[config.mk]
export PLATFORM = sky130hd
export DESIGN_NAME = cart_flash_responder_flat
export DESIGN_NICKNAME = d
export VERILOG_FILES = /design/src/rtl/cart_flash_responder_if.sv /design/src/rtl/cart_flash_responder.sv /design/src/flat_wrapper.sv
export SDC_FILE = /design/constraint.sdc
export NUM_CORES = 1
export LEC_CHECK = 0
export BUFFER_PORTS_ARGS = -buffer_cell sky130_fd_sc_hd__buf_2
export CAP_MARGIN = 0
export CELL_PAD_IN_SITES_DETAIL_PLACEMENT = 0
export CELL_PAD_IN_SITES_GLOBAL_PLACEMENT = 1
export CORE_MARGIN = 8
export CORE_UTILIZATION = 35
export DETAILED_ROUTE_END_ITERATION = 8
export PLACE_DENSITY = 0.69
export SLEW_MARGIN = 20
export SYNTH_ARGS = -nofsm -noshare
export SYNTH_HDL_FRONTEND = slang
export SYNTH_SLANG_ARGS = --single-unit
[constraint.sdc]
create_clock -name clk -period 3.1 [get_ports clk]
set_input_delay 0 -clock clk [delete_from_list [all_inputs] [get_ports clk]]
set_output_delay 0 -clock clk [all_outputs]
set_load 0.05 [all_outputs]
[src/rtl/cart_flash_responder_if.sv]
`default_nettype none
// ============================================================================
//  Module      : cart_flash_responder_if
//  Description : Bundles the Game Boy cartridge bus and the parallel-flash
//                pins seen by cart_flash_responder.
//                CPU side : gb_a, gb_dout, gb_wr, gb_rd  -> responder
//                           gb_din, gb_rdy               <- responder
//                Flash    : flash_d                      -> responder
//                           flash_a, flash_ce_b,
//                           flash_oe_b, flash_adv_b      <- responder
//                Status   : ram_en                       <- responder
//                slave  modport = responder view
//                master modport = CPU + flash environment view
//  Revision    : 1.0  initial release
// ============================================================================
interface cart_flash_responder_if;
   logic [15:0] gb_a;
   logic [7:0]  gb_dout;
   logic        gb_wr;
   logic        gb_rd;
   logic [7:0]  gb_din;
   logic        gb_rdy;
   logic [22:0] flash_a;
   logic [15:0] flash_d;
   logic        flash_ce_b;
   logic        flash_oe_b;
   logic        flash_adv_b;
   logic        ram_en;

   modport slave (
      input  gb_a, gb_dout, gb_wr, gb_rd, flash_d,
      output gb_din, gb_rdy, flash_a, flash_ce_b, flash_oe_b, flash_adv_b, ram_en
   );

   modport master (
      output gb_a, gb_dout, gb_wr, gb_rd, flash_d,
      input  gb_din, gb_rdy, flash_a, flash_ce_b, flash_oe_b, flash_adv_b, ram_en
   );
endinterface
`default_nettype wire

[src/rtl/cart_flash_responder.sv]
`default_nettype none
// ============================================================================
//  Module      : cart_flash_responder
//  Description : Cartridge-side responder for the Game Boy external bus.
//                Serves CPU ROM reads from a 16-bit parallel flash using a
//                timed SETUP/WAIT/LATCH sequence and implements the MBC1
//                bank registers (ROM bank low/high, banking mode, RAM enable).
//  Ports       : clk  - bus/flash clock
//                rst  - synchronous active-high reset
//                bus  - cart_flash_responder_if.slave (CPU bus + flash pins)
//  Parameters  : BASE_OFFSET - byte offset of the ROM image inside flash
//                ACC_CYCLES  - flash output settle cycles after OE low (1..15)
//  Revision    : 1.0  initial release
// ============================================================================
module cart_flash_responder #(
   parameter logic [22:0] BASE_OFFSET = 23'h000104,
   parameter int unsigned ACC_CYCLES  = 4
) (
   input  wire logic                   clk,
   input  wire logic                   rst,
   cart_flash_responder_if.slave       bus
);

   localparam logic [3:0] c_wait_init = 4'(ACC_CYCLES - 1);

   typedef enum logic [2:0] {
      ST_IDLE  = 3'd0,
      ST_SETUP = 3'd1,
      ST_WAIT  = 3'd2,
      ST_LATCH = 3'd3,
      ST_HOLD  = 3'd4
   } state_t;

   state_t      r_state;
   logic [3:0]  r_cnt;
   logic [22:0] r_req_byte;
   logic        r_wr_d;
   logic [4:0]  r_rom_bank_lo;
   logic [1:0]  r_bank_hi;
   logic        r_mode;
   logic        r_ram_en;
   logic [7:0]  r_gb_din;
   logic        r_gb_rdy;
   logic [22:0] r_flash_a;
   logic        r_ce_b;
   logic        r_oe_b;
   logic        r_adv_b;

   logic        w_rom;
   logic        w_rd_req;
   logic        w_wr_rise;
   logic [6:0]  w_bank;
   logic [22:0] w_byte_addr;
   logic [7:0]  w_sel_byte;
   logic        w_unused;

   assign w_rom     = ~bus.gb_a[15];
   // A simultaneous write wins: the read is neither started nor continued.
   assign w_rd_req  = bus.gb_rd & ~bus.gb_wr;
   assign w_wr_rise = bus.gb_wr & ~r_wr_d;

   // Lower 16 KiB follows bank 0 unless banking mode 1 routes bank_hi there.
   always_comb begin
      w_bank = 7'd0;
      if (bus.gb_a[14]) begin
         w_bank = {r_bank_hi, r_rom_bank_lo};
      end else if (r_mode) begin
         w_bank = {r_bank_hi, 5'd0};
      end
   end

   assign w_byte_addr = {2'b00, w_bank, bus.gb_a[13:0]} + BASE_OFFSET;
   // Byte lane follows the address latched at access start, not the live bus.
   assign w_sel_byte  = r_req_byte[0] ? bus.flash_d[15:8] : bus.flash_d[7:0];
   assign w_unused    = &{1'b0, bus.gb_dout[7:5]};

   always_ff @(posedge clk) begin
      if (rst) begin
         r_state       <= ST_IDLE;
         r_cnt         <= 4'd0;
         r_req_byte    <= 23'd0;
         r_wr_d        <= 1'b0;
         r_rom_bank_lo <= 5'd1;
         r_bank_hi     <= 2'd0;
         r_mode        <= 1'b0;
         r_ram_en      <= 1'b0;
         r_gb_din      <= 8'hFF;
         r_gb_rdy      <= 1'b0;
         r_flash_a     <= 23'd0;
         r_ce_b        <= 1'b1;
         r_oe_b        <= 1'b1;
         r_adv_b       <= 1'b1;
      end else begin
         r_wr_d <= bus.gb_wr;

         // MBC1 registers update once per write pulse, on its leading edge.
         if (w_wr_rise && !bus.gb_a[15]) begin
            case (bus.gb_a[14:13])
               2'b00: r_ram_en <= (bus.gb_dout[3:0] == 4'hA);
               2'b01: r_rom_bank_lo <= (bus.gb_dout[4:0] == 5'd0) ? 5'd1 : bus.gb_dout[4:0];
               2'b10: r_bank_hi <= bus.gb_dout[1:0];
               default: r_mode <= bus.gb_dout[0];
            endcase
         end

         case (r_state)
            ST_IDLE: begin
               r_gb_rdy <= 1'b0;
               r_ce_b   <= 1'b1;
               r_oe_b   <= 1'b1;
               r_adv_b  <= 1'b1;
               if (w_rd_req) begin
                  if (w_rom) begin
                     r_req_byte <= w_byte_addr;
                     r_flash_a  <= {1'b0, w_byte_addr[22:1]};
                     r_ce_b     <= 1'b0;
                     r_adv_b    <= 1'b0;
                     r_state    <= ST_SETUP;
                  end else begin
                     // Unmapped region: answer with open-bus value, no flash cycle.
                     r_gb_din <= 8'hFF;
                     r_gb_rdy <= 1'b1;
                  end
               end
            end

            ST_SETUP: begin
               if (!w_rd_req) begin
                  r_ce_b  <= 1'b1;
                  r_oe_b  <= 1'b1;
                  r_adv_b <= 1'b1;
                  r_state <= ST_IDLE;
               end else begin
                  r_adv_b <= 1'b1;
                  r_oe_b  <= 1'b0;
                  r_cnt   <= c_wait_init;
                  r_state <= ST_WAIT;
               end
            end

            ST_WAIT: begin
               if (!w_rd_req) begin
                  r_ce_b  <= 1'b1;
                  r_oe_b  <= 1'b1;
                  r_state <= ST_IDLE;
               end else if (r_cnt == 4'd0) begin
                  r_state <= ST_LATCH;
               end else begin
                  r_cnt <= r_cnt - 4'd1;
               end
            end

            ST_LATCH: begin
               if (!w_rd_req) begin
                  r_ce_b  <= 1'b1;
                  r_oe_b  <= 1'b1;
                  r_state <= ST_IDLE;
               end else begin
                  r_gb_din <= w_sel_byte;
                  r_gb_rdy <= 1'b1;
                  r_state  <= ST_HOLD;
               end
            end

            ST_HOLD: begin
               if (!w_rd_req || !w_rom) begin
                  // Leaving ROM while held is re-evaluated from IDLE next cycle.
                  r_gb_rdy <= 1'b0;
                  r_ce_b   <= 1'b1;
                  r_oe_b   <= 1'b1;
                  r_state  <= ST_IDLE;
               end else if (w_byte_addr != r_req_byte) begin
                  // Address or effective bank moved under a held read: refetch.
                  r_gb_rdy   <= 1'b0;
                  r_req_byte <= w_byte_addr;
                  r_flash_a  <= {1'b0, w_byte_addr[22:1]};
                  r_oe_b     <= 1'b1;
                  r_adv_b    <= 1'b0;
                  r_state    <= ST_SETUP;
               end
            end

            default: begin
               r_gb_rdy <= 1'b0;
               r_ce_b   <= 1'b1;
               r_oe_b   <= 1'b1;
               r_adv_b  <= 1'b1;
               r_state  <= ST_IDLE;
            end
         endcase
      end
   end

   assign bus.gb_din      = r_gb_din;
   assign bus.gb_rdy      = r_gb_rdy;
   assign bus.flash_a     = r_flash_a;
   assign bus.flash_ce_b  = r_ce_b;
   assign bus.flash_oe_b  = r_oe_b;
   assign bus.flash_adv_b = r_adv_b;
   assign bus.ram_en      = r_ram_en;

endmodule
`default_nettype wire

[src/flat_wrapper.sv]
// flat-port wrapper written by rule: the top's interface ports become plain ports
module cart_flash_responder_flat 
#(
   parameter logic [22:0] BASE_OFFSET = 23'h000104,
   parameter int unsigned ACC_CYCLES  = 4
)
  (clk, rst, bus_gb_a, bus_gb_dout, bus_gb_wr, bus_gb_rd, bus_flash_d, bus_gb_din, bus_gb_rdy, bus_flash_a, bus_flash_ce_b, bus_flash_oe_b, bus_flash_adv_b, bus_ram_en);
  cart_flash_responder_if bus_i ();
  input  wire logic clk;
  input  wire logic rst;
  input wire logic [$bits(bus_i.gb_a)-1:0] bus_gb_a;
  input wire logic [$bits(bus_i.gb_dout)-1:0] bus_gb_dout;
  input wire logic [$bits(bus_i.gb_wr)-1:0] bus_gb_wr;
  input wire logic [$bits(bus_i.gb_rd)-1:0] bus_gb_rd;
  input wire logic [$bits(bus_i.flash_d)-1:0] bus_flash_d;
  output wire logic [$bits(bus_i.gb_din)-1:0] bus_gb_din;
  output wire logic [$bits(bus_i.gb_rdy)-1:0] bus_gb_rdy;
  output wire logic [$bits(bus_i.flash_a)-1:0] bus_flash_a;
  output wire logic [$bits(bus_i.flash_ce_b)-1:0] bus_flash_ce_b;
  output wire logic [$bits(bus_i.flash_oe_b)-1:0] bus_flash_oe_b;
  output wire logic [$bits(bus_i.flash_adv_b)-1:0] bus_flash_adv_b;
  output wire logic [$bits(bus_i.ram_en)-1:0] bus_ram_en;
  assign bus_i.gb_a = bus_gb_a;
  assign bus_i.gb_dout = bus_gb_dout;
  assign bus_i.gb_wr = bus_gb_wr;
  assign bus_i.gb_rd = bus_gb_rd;
  assign bus_i.flash_d = bus_flash_d;
  assign bus_gb_din = bus_i.gb_din;
  assign bus_gb_rdy = bus_i.gb_rdy;
  assign bus_flash_a = bus_i.flash_a;
  assign bus_flash_ce_b = bus_i.flash_ce_b;
  assign bus_flash_oe_b = bus_i.flash_oe_b;
  assign bus_flash_adv_b = bus_i.flash_adv_b;
  assign bus_ram_en = bus_i.ram_en;
  cart_flash_responder #(.BASE_OFFSET(BASE_OFFSET), .ACC_CYCLES(ACC_CYCLES)) u_core (.clk(clk), .rst(rst), .bus(bus_i));
endmodule
==> results.sh, run 1 <==
export IMPL_min_period_ps=2910
export IMPL_crit_path_max_fanout=18
export IMPL_clock_skew_ps=11.1
export IMPL_max_stage_delay_ps=460
export IMPL_antenna_left=0
export IMPL_seqPwrFrac=0.485
export IMPL_clk_latency_ps=310
export IMPL_cp_num_cells=9
export IMPL_postCtsSetupBuffers=0
export IMPL_dp_hpwl_um=7730
export IMPL_synth_main_ff_cell="dfxtp_1"
export IMPL_cts_buffers=5
export IMPL_status="finished clean"
export IMPL_power_frac_clock=0.291
export IMPL_antenna_cells=0
export IMPL_fillers=1064
export IMPL_placed_cells=604
export IMPL_ir_drop_v=0.000202
export IMPL_synth_seq_cells=51
export IMPL_yosys_warnings=0
export IMPL_syn_inst=435
export IMPL_grt_use_total=0.146
export IMPL_cts_root_buffer="clkbuf_8"
export IMPL_gp_congestion=0.833
export IMPL_synth_common_cells="dfxtp_1 (51), a21oi_1 (40), nor2_1 (30)"
export IMPL_vias_per_cell=5.28
export IMPL_overflow=0
export IMPL_yosysMostFrequentCell="dfxtp_1"
export IMPL_drt_first_pass_iters=4
export IMPL_synthDistinctLibCells=66
export IMPL_static_leakage_power_nw=1.58
export IMPL_place_ws_ps=145
export IMPL_die_area_sq_um=13800
export IMPL_synth_top_area_frac=0.283
export IMPL_die_y_um=117
export IMPL_core_sq_um=10100
export IMPL_tightest_slew_ps=870
export IMPL_tns_ps=0
export IMPL_reg2reg_depth=9
export IMPL_min_path_type="input pin to flip-flop"
export IMPL_nNetsFinal=539
export IMPL_cp_top_family="simple AND/OR/NAND/NOR gates"
export IMPL_fin_ws_ps=187
export IMPL_cp_cell_sequence="and4_1, nand2_1, nor4_1, buf_4, xor3_2, o211a_1, and4_2, nor2_4, a311oi_2"
export IMPL_p_per_area_nw_per_um2=346
export IMPL_p_int_uw=979
export IMPL_cts_max_level=2
export IMPL_grt_pass1_wl_um=16900
export IMPL_cp_start_kind="flip-flop"
export IMPL_cts_tree="done"
export IMPL_start_util=0.355
export IMPL_routed_wl_um=10300
export IMPL_path_class="flip-flop to flip-flop"
export IMPL_clockBufferDepth=2
export IMPL_final_hold_viol_count=0
export IMPL_rows=37
export IMPL_critPathArrivalTime_ps=3080
export IMPL_final_area_sq_um=4110
export IMPL_seq_area_frac_synth=0.283
export IMPL_max_slew_margin=0.412
export IMPL_clkSinkCount=51
export IMPL_drive_gt1_frac=0.249
export IMPL_maxCapViolCount=0
export IMPL_antenna_found_initial=0
export IMPL_syn_avg_cell_area_sq_um=8.28
export IMPL_slew_violations=0
export IMPL_synth_largest_area_cell="dfxtp_1"
export IMPL_synth_edf_count=0
export IMPL_setup_viol=0
export IMPL_port_buffers=74
export IMPL_netSwitchingFraction=0.313
export IMPL_grt_max_degree=31
export IMPL_fp_dieW_um=117
export IMPL_fmax_ghz=0.343
export IMPL_worstPathRequired_ps=3260
export IMPL_num_io_pins=80
export IMPL_async_reset_ff_frac=0
export IMPL_rsz0062_at_grt="false"
export IMPL_vias=3319
export IMPL_area_growth_synth_to_final_pct=14.2
export IMPL_p_comb_frac=0.224
export IMPL_worstHoldPathCells=4
export IMPL_cp_end_kind="flip-flop"
export IMPL_path_clk_slew_ps=100
export IMPL_finalCritPeriodShare=0.940
export IMPL_syn_cell_area_sq_um=3600
export IMPL_place_area_sq_um=3840
export IMPL_post_drt_wl_per_cell_um=16.3
export IMPL_drc_errors=0
export IMPL_yosys_top_cells_area="dfxtp_1 (28%), a21oi_1 (5.6%), buf_4 (5.4%)"
export IMPL_instances_no_fill=629
export IMPL_p_sw_uw=446
export IMPL_cp_slowest_cell="nor4_1"
export IMPL_drt_initial_drc_count=173
export IMPL_worstPathBufferInverterCount=1
export IMPL_grt_pass1_vias=3315
-- per-stage QoR --
stage	hold WS [ps]	util	power, mW
5_1_grt	80.2	0.406	1.51
3_5_place_dp	269	0.379	1.01
2_1_floorplan	96.7	-	0.947
4_1_cts	36.0	0.406	1.45
6_report	55.6	0.406	1.42
3_3_place_gp	259	0.379	1.01
-- worst reg2reg max path, stage by stage (launching register included) --
cell	delay, ps
dfxtp_1	440
and4_1	260
nand2_1	110
nor4_1	460
buf_4	210
xor3_2	250
o211a_1	160
and4_2	250
nor2_4	460
a311oi_2	180
-- power by group through the flow --
stage	registers, mW	clock network [mW]	logic [mW]
floorplan	0.704	0	0.243
detailed placement	0.707	0	0.302
finish	0.691	0.415	0.319
global route	0.695	0.467	0.347
global placement	0.706	0	0.300
CTS	0.692	0.439	0.320
-- metal layers --
metal | routed length, um | up-vias | global-route usage
met5 | 0 | - | 0
met4 | 165 | 0 | 0.0408
met3 | 450 | 15 | 0.0288
met2 | 4600 | 72 | 0.237
met1 | 5050 | 1552 | 0.192
li1 | - | 1680 | -
-- cell type report --
| class | instances | area (sq um) | area share |
|---|---|---|---|
| Clock inverter | 2 | 16.3 | 0.00395 |
| Sequential cell | 51 | 1020 | 0.248 |
| Multi-Input combinational cell | 321 | 2140 | 0.521 |
| Timing Repair Buffer | 106 | 653 | 0.159 |
| Tap cell | 136 | 170 | 0.0414 |
| Inverter | 7 | 26.3 | 0.00639 |
| Clock buffer | 6 | 82.6 | 0.0201 |
-- cells in the final DEF (no fill, tap or decap), types with 6 or more instances in the layout --
| cell | synthesis | final |
|---|---|---|
| a21oi_1 | 40 | 40 |
| or3_1 | 6 | 6 |
| nand2_1 | 27 | 27 |
| xnor2_1 | 16 | 16 |
| a211oi_1 | 16 | 16 |
| nand3_1 | 17 | 17 |
| o21ai_0 | 14 | 14 |
| clkbuf_8 | 6 | 6 |
| a2111oi_0 | 9 | 9 |
| mux2i_1 | 9 | 9 |
| nor3_1 | 10 | 9 |
| and3_1 | 7 | 7 |
| nand2b_1 | 7 | 7 |
| nand4_1 | 9 | 9 |
| buf_2 | 2 | 74 |
| nor2_1 | 30 | 30 |
| inv_1 | 7 | 7 |
| nor2b_1 | 11 | 11 |
| dfxtp_1 | 51 | 51 |
| nor4_1 | 8 | 8 |
| xor2_1 | 10 | 10 |
| buf_4 | 26 | 15 |
| dlygate4sd3_1 | 1 | 17 |
-- what timing repair did --
action | 4_1_cts | 5_1_grt
hold endpoints to repair | 19 | 0
hold buffers | 17 | 0
endpoints found under the setup margin | 0 | 1
gates resized for setup | 0 | 1
-- cell families after synthesis --
group | count (synthesis) | synth area share
AOI/OAI and AO/OA | 112 | 0.214
adders and majority gates | 3 | 0.0104
muxes | 10 | 0.0281
DFF | 51 | 0.283
xor gates and xnor gates | 29 | 0.0830
buffers and inverters | 64 | 0.124
other | 1 | 0.00104
and+or+nand+nor | 165 | 0.256
-- registers in the layout, summed over array words and instances (netlist names) --
name                    count
u_core.bus.ram_en           1
u_core.r_wr_d               1
u_core.r_state              3
u_core.r_cnt                4
u_core.bus.flash_ce_b       1
u_core.bus.gb_din           8
u_core.r_bank_hi            2
u_core.bus.flash_adv_b      1
u_core.bus.gb_rdy           1
u_core.r_mode               1
u_core.bus.flash_oe_b       1
u_core.r_req_byte          22
u_core.r_rom_bank_lo        5
-- final timing paths --
check / slack, ps / start / end
max: 190 / u_core.r_rom_bank_lo[1]$_SDFFE_PP0P_ / u_core.r_req_byte[13]$_SDFFE_PP0P_
min: 60 / bus_flash_d[3] / u_core.bus.gb_din[3]$_SDFFE_PP1P_
max reg2reg: 190 / u_core.r_rom_bank_lo[1]$_SDFFE_PP0P_ / u_core.r_req_byte[13]$_SDFFE_PP0P_
min reg2reg: 480 / u_core.bus.gb_rdy$_SDFFE_PP0P_ / u_core.bus.gb_rdy$_SDFFE_PP0P_
(Power assumes the default switching activity.)
==> inputs of run 2 (changes only) <==
--- a/config.mk
+++ b/config.mk
@@ -5,6 +5,7 @@
 export SDC_FILE = /design/constraint.sdc
 export NUM_CORES = 1
 export LEC_CHECK = 0
+export ABC_CLOCK_PERIOD_IN_PS = 3700
 export BUFFER_PORTS_ARGS = -buffer_cell sky130_fd_sc_hd__buf_2
 export CAP_MARGIN = 0
 export CELL_PAD_IN_SITES_DETAIL_PLACEMENT = 0
@@ -12,6 +13,7 @@
 export CORE_MARGIN = 8
 export CORE_UTILIZATION = 35
 export DETAILED_ROUTE_END_ITERATION = 8
+export HOLD_SLACK_MARGIN = 0.08
 export PLACE_DENSITY = 0.69
 export SLEW_MARGIN = 20
 export SYNTH_ARGS = -nofsm -noshare
==> constraint.sdc (replaced) <==
create_clock -name clk -period 3.7 [get_ports clk]
set_input_delay 0 -clock clk [delete_from_list [all_inputs] [get_ports clk]]
set_output_delay 0 -clock clk [all_outputs]
set_load 0.05 [all_outputs]
==> run 2 against run 1 <==
Non-clock buffer count fell by 3. Hold slack improved by 32 ps. Cell area increased by 0.36%. Register-to-register slack improved by 420 ps. Routed wire length about the same. Power is 12% lower. Worst setup slack better by 160 ps. Largest cell class unchanged. Die area did not move. Sequential power down 16%. Final cell count is 0.48% lower. Largest power group unchanged.
==> results.sh, run 2 (same netlist as run 1, synthesis figures left out) <==
export IMPL_status="finished clean"
export IMPL_final_common_cell="buf_2"
export IMPL_critPathArrivalTime_ps=3510
export IMPL_rsz0062_at_grt="false"
export IMPL_die_y_um=117
export IMPL_utilization=0.407
export IMPL_seqPwrFrac=0.465
export IMPL_drt_first_pass_iters=4
export IMPL_cts_buffers=5
export IMPL_top_register="u_core.r_req_byte"
export IMPL_clkSinkCount=51
export IMPL_worstPathRequired_ps=3860
export IMPL_static_leakage_power_nw=1.59
export IMPL_routed_wl_um=10300
export IMPL_path_class="input pin to flip-flop"
export IMPL_cts_root_buffer="clkbuf_8"
export IMPL_use_met2=0.242
export IMPL_nNetsFinal=536
export IMPL_core_sq_um=10100
export IMPL_grt_util_met3=0.0254
export IMPL_instances_no_fill=626
export IMPL_power_frac_clock=0.328
export IMPL_dp_hpwl_um=7530
export IMPL_min_period_ps=3350
export IMPL_crit_path_max_fanout=14
export IMPL_vias=3296
export IMPL_grt_util_met1=0.200
export IMPL_drt_initial_drc_count=152
export IMPL_rows=37
export IMPL_p_comb_frac=0.207
export IMPL_finalCritPeriodShare=0.906
export IMPL_grt_use_total=0.148
export IMPL_cts_max_level=2
export IMPL_p_int_uw=883
export IMPL_most_common_layout_cells="buf_2 (74), dfxtp_1 (51), a21oi_1 (40)"
export IMPL_p_sw_uw=369
export IMPL_start_util=0.355
export IMPL_vias_per_cell=5.27
export IMPL_worstHoldPathCells=4
export IMPL_grt_pass1_vias=3295
export IMPL_port_buffers=74
export IMPL_clockBufferDepth=2
export IMPL_antenna_cells=0
export IMPL_place_ws_ps=530
export IMPL_p_per_area_nw_per_um2=303
export IMPL_antenna_found_initial=0
export IMPL_cp_start_kind="input pin"
export IMPL_fmax_ghz=0.298
export IMPL_netSwitchingFraction=0.295
export IMPL_gp_congestion=0.864
export IMPL_max_slew_margin=0.392
export IMPL_tns_ps=0
export IMPL_fin_ws_ps=348
export IMPL_maxCapViolCount=0
export IMPL_min_path_type="input pin to flip-flop"
export IMPL_globalRoute_busiestLayer="met2"
export IMPL_fp_dieW_um=117
export IMPL_antenna_left=0
export IMPL_fillers=1068
export IMPL_grt_pass1_wl_um=17200
export IMPL_grt_max_degree=54
export IMPL_overflow=0
export IMPL_ctsResizeCount=0
export IMPL_final_hold_viol_count=0
export IMPL_cts_tree="done"
export IMPL_num_io_pins=80
export IMPL_die_area_sq_um=13800
export IMPL_ir_drop_v=0.000167
export IMPL_reg2reg_depth=8
export IMPL_placed_cells=593
export IMPL_largest_register_ffs=22
export IMPL_cp_end_kind="flip-flop"
export IMPL_post_drt_wl_per_cell_um=16.4
export IMPL_area_growth_synth_to_final_pct=14.6
export IMPL_setup_viol=0
export IMPL_path_clk_slew_ps=100
export IMPL_tightest_slew_ps=899
export IMPL_drive_gt1_frac=0.227
export IMPL_clock_skew_ps=10.7
export IMPL_drc_errors=0
export IMPL_clk_latency_ps=310
export IMPL_slew_violations=0
[run 2: cell count changes in the layout (fill, tap and decap cells not counted), sizes merged]
| cell | delta |
|---|---|
| buf | -11 |
| clkinvlp | -1 |
| dlygate4sd3 | +8 |
| bufinv | +1 |
[run 2: critical path: stages]
cell	delay (ps)
dlygate4sd3_1	530
buf_2	160
ha_1	290
and3_2	290
a31oi_1	370
o21ai_0	150
a2111o_1	480
nor4_2	320
nand4_1	330
buf_4	330
a21oi_1	200
a311oi_2	60
[run 2: path summary, 6_finish.rpt]
path                                         from                                  to  slack [ps]
max                                   bus_gb_a[2]  u_core.r_req_byte[13]$_SDFFE_PP0P_         350
min                                bus_flash_d[6]   u_core.bus.gb_din[6]$_SDFFE_PP1P_          90
max reg2reg  u_core.r_rom_bank_lo[1]$_SDFFE_PP0P_  u_core.r_req_byte[13]$_SDFFE_PP0P_         610
min reg2reg        u_core.bus.gb_rdy$_SDFFE_PP0P_      u_core.bus.gb_rdy$_SDFFE_PP0P_         480
[run 2: per-layer routing]
layer	vias up	part of all wire
li1	1680	-
met2	82	0.46
met1	1527	0.48
met5	-	0
met3	7	0.047
met4	0	0.0088
[run 2: layout make-up]
cell class	instances	area (sq um)	area share
multi-input combinational	321	2140	0.519
sequential	51	1020	0.247
timing repair buffer	103	651	0.158
tap	136	170	0.0412
clock buffer	6	82.6	0.0200
clock inverter	2	35.0	0.00848
inverter	7	26.3	0.00636
[run 2: through the flow]
stage	cell area [sq um]	total power, mW	hold slack, ps
4_1_cts	4130	1.27	86.5
5_1_grt	4130	1.32	144
3_3_place_gp	3760	0.838	258
6_report	4130	1.25	87.8
2_1_floorplan	3610	0.793	96.7
3_5_place_dp	3760	0.839	264
[run 2: repair_timing]
item                      4_1_cts  5_1_grt
hold endpoints to repair       22        0
hold buffers                   25        0
buffers inserted                0        0
[run 2: power by group through the flow]
stage / Combinational (mW) / Clock, mW / Sequential (mW)
6_report: 0.259 / 0.410 / 0.583
5_1_grt: 0.283 / 0.446 / 0.586
4_1_cts: 0.260 / 0.423 / 0.583
3_5_place_dp: 0.244 / 0 / 0.595
3_3_place_gp: 0.243 / 0 / 0.595
2_1_floorplan: 0.204 / 0 / 0.590
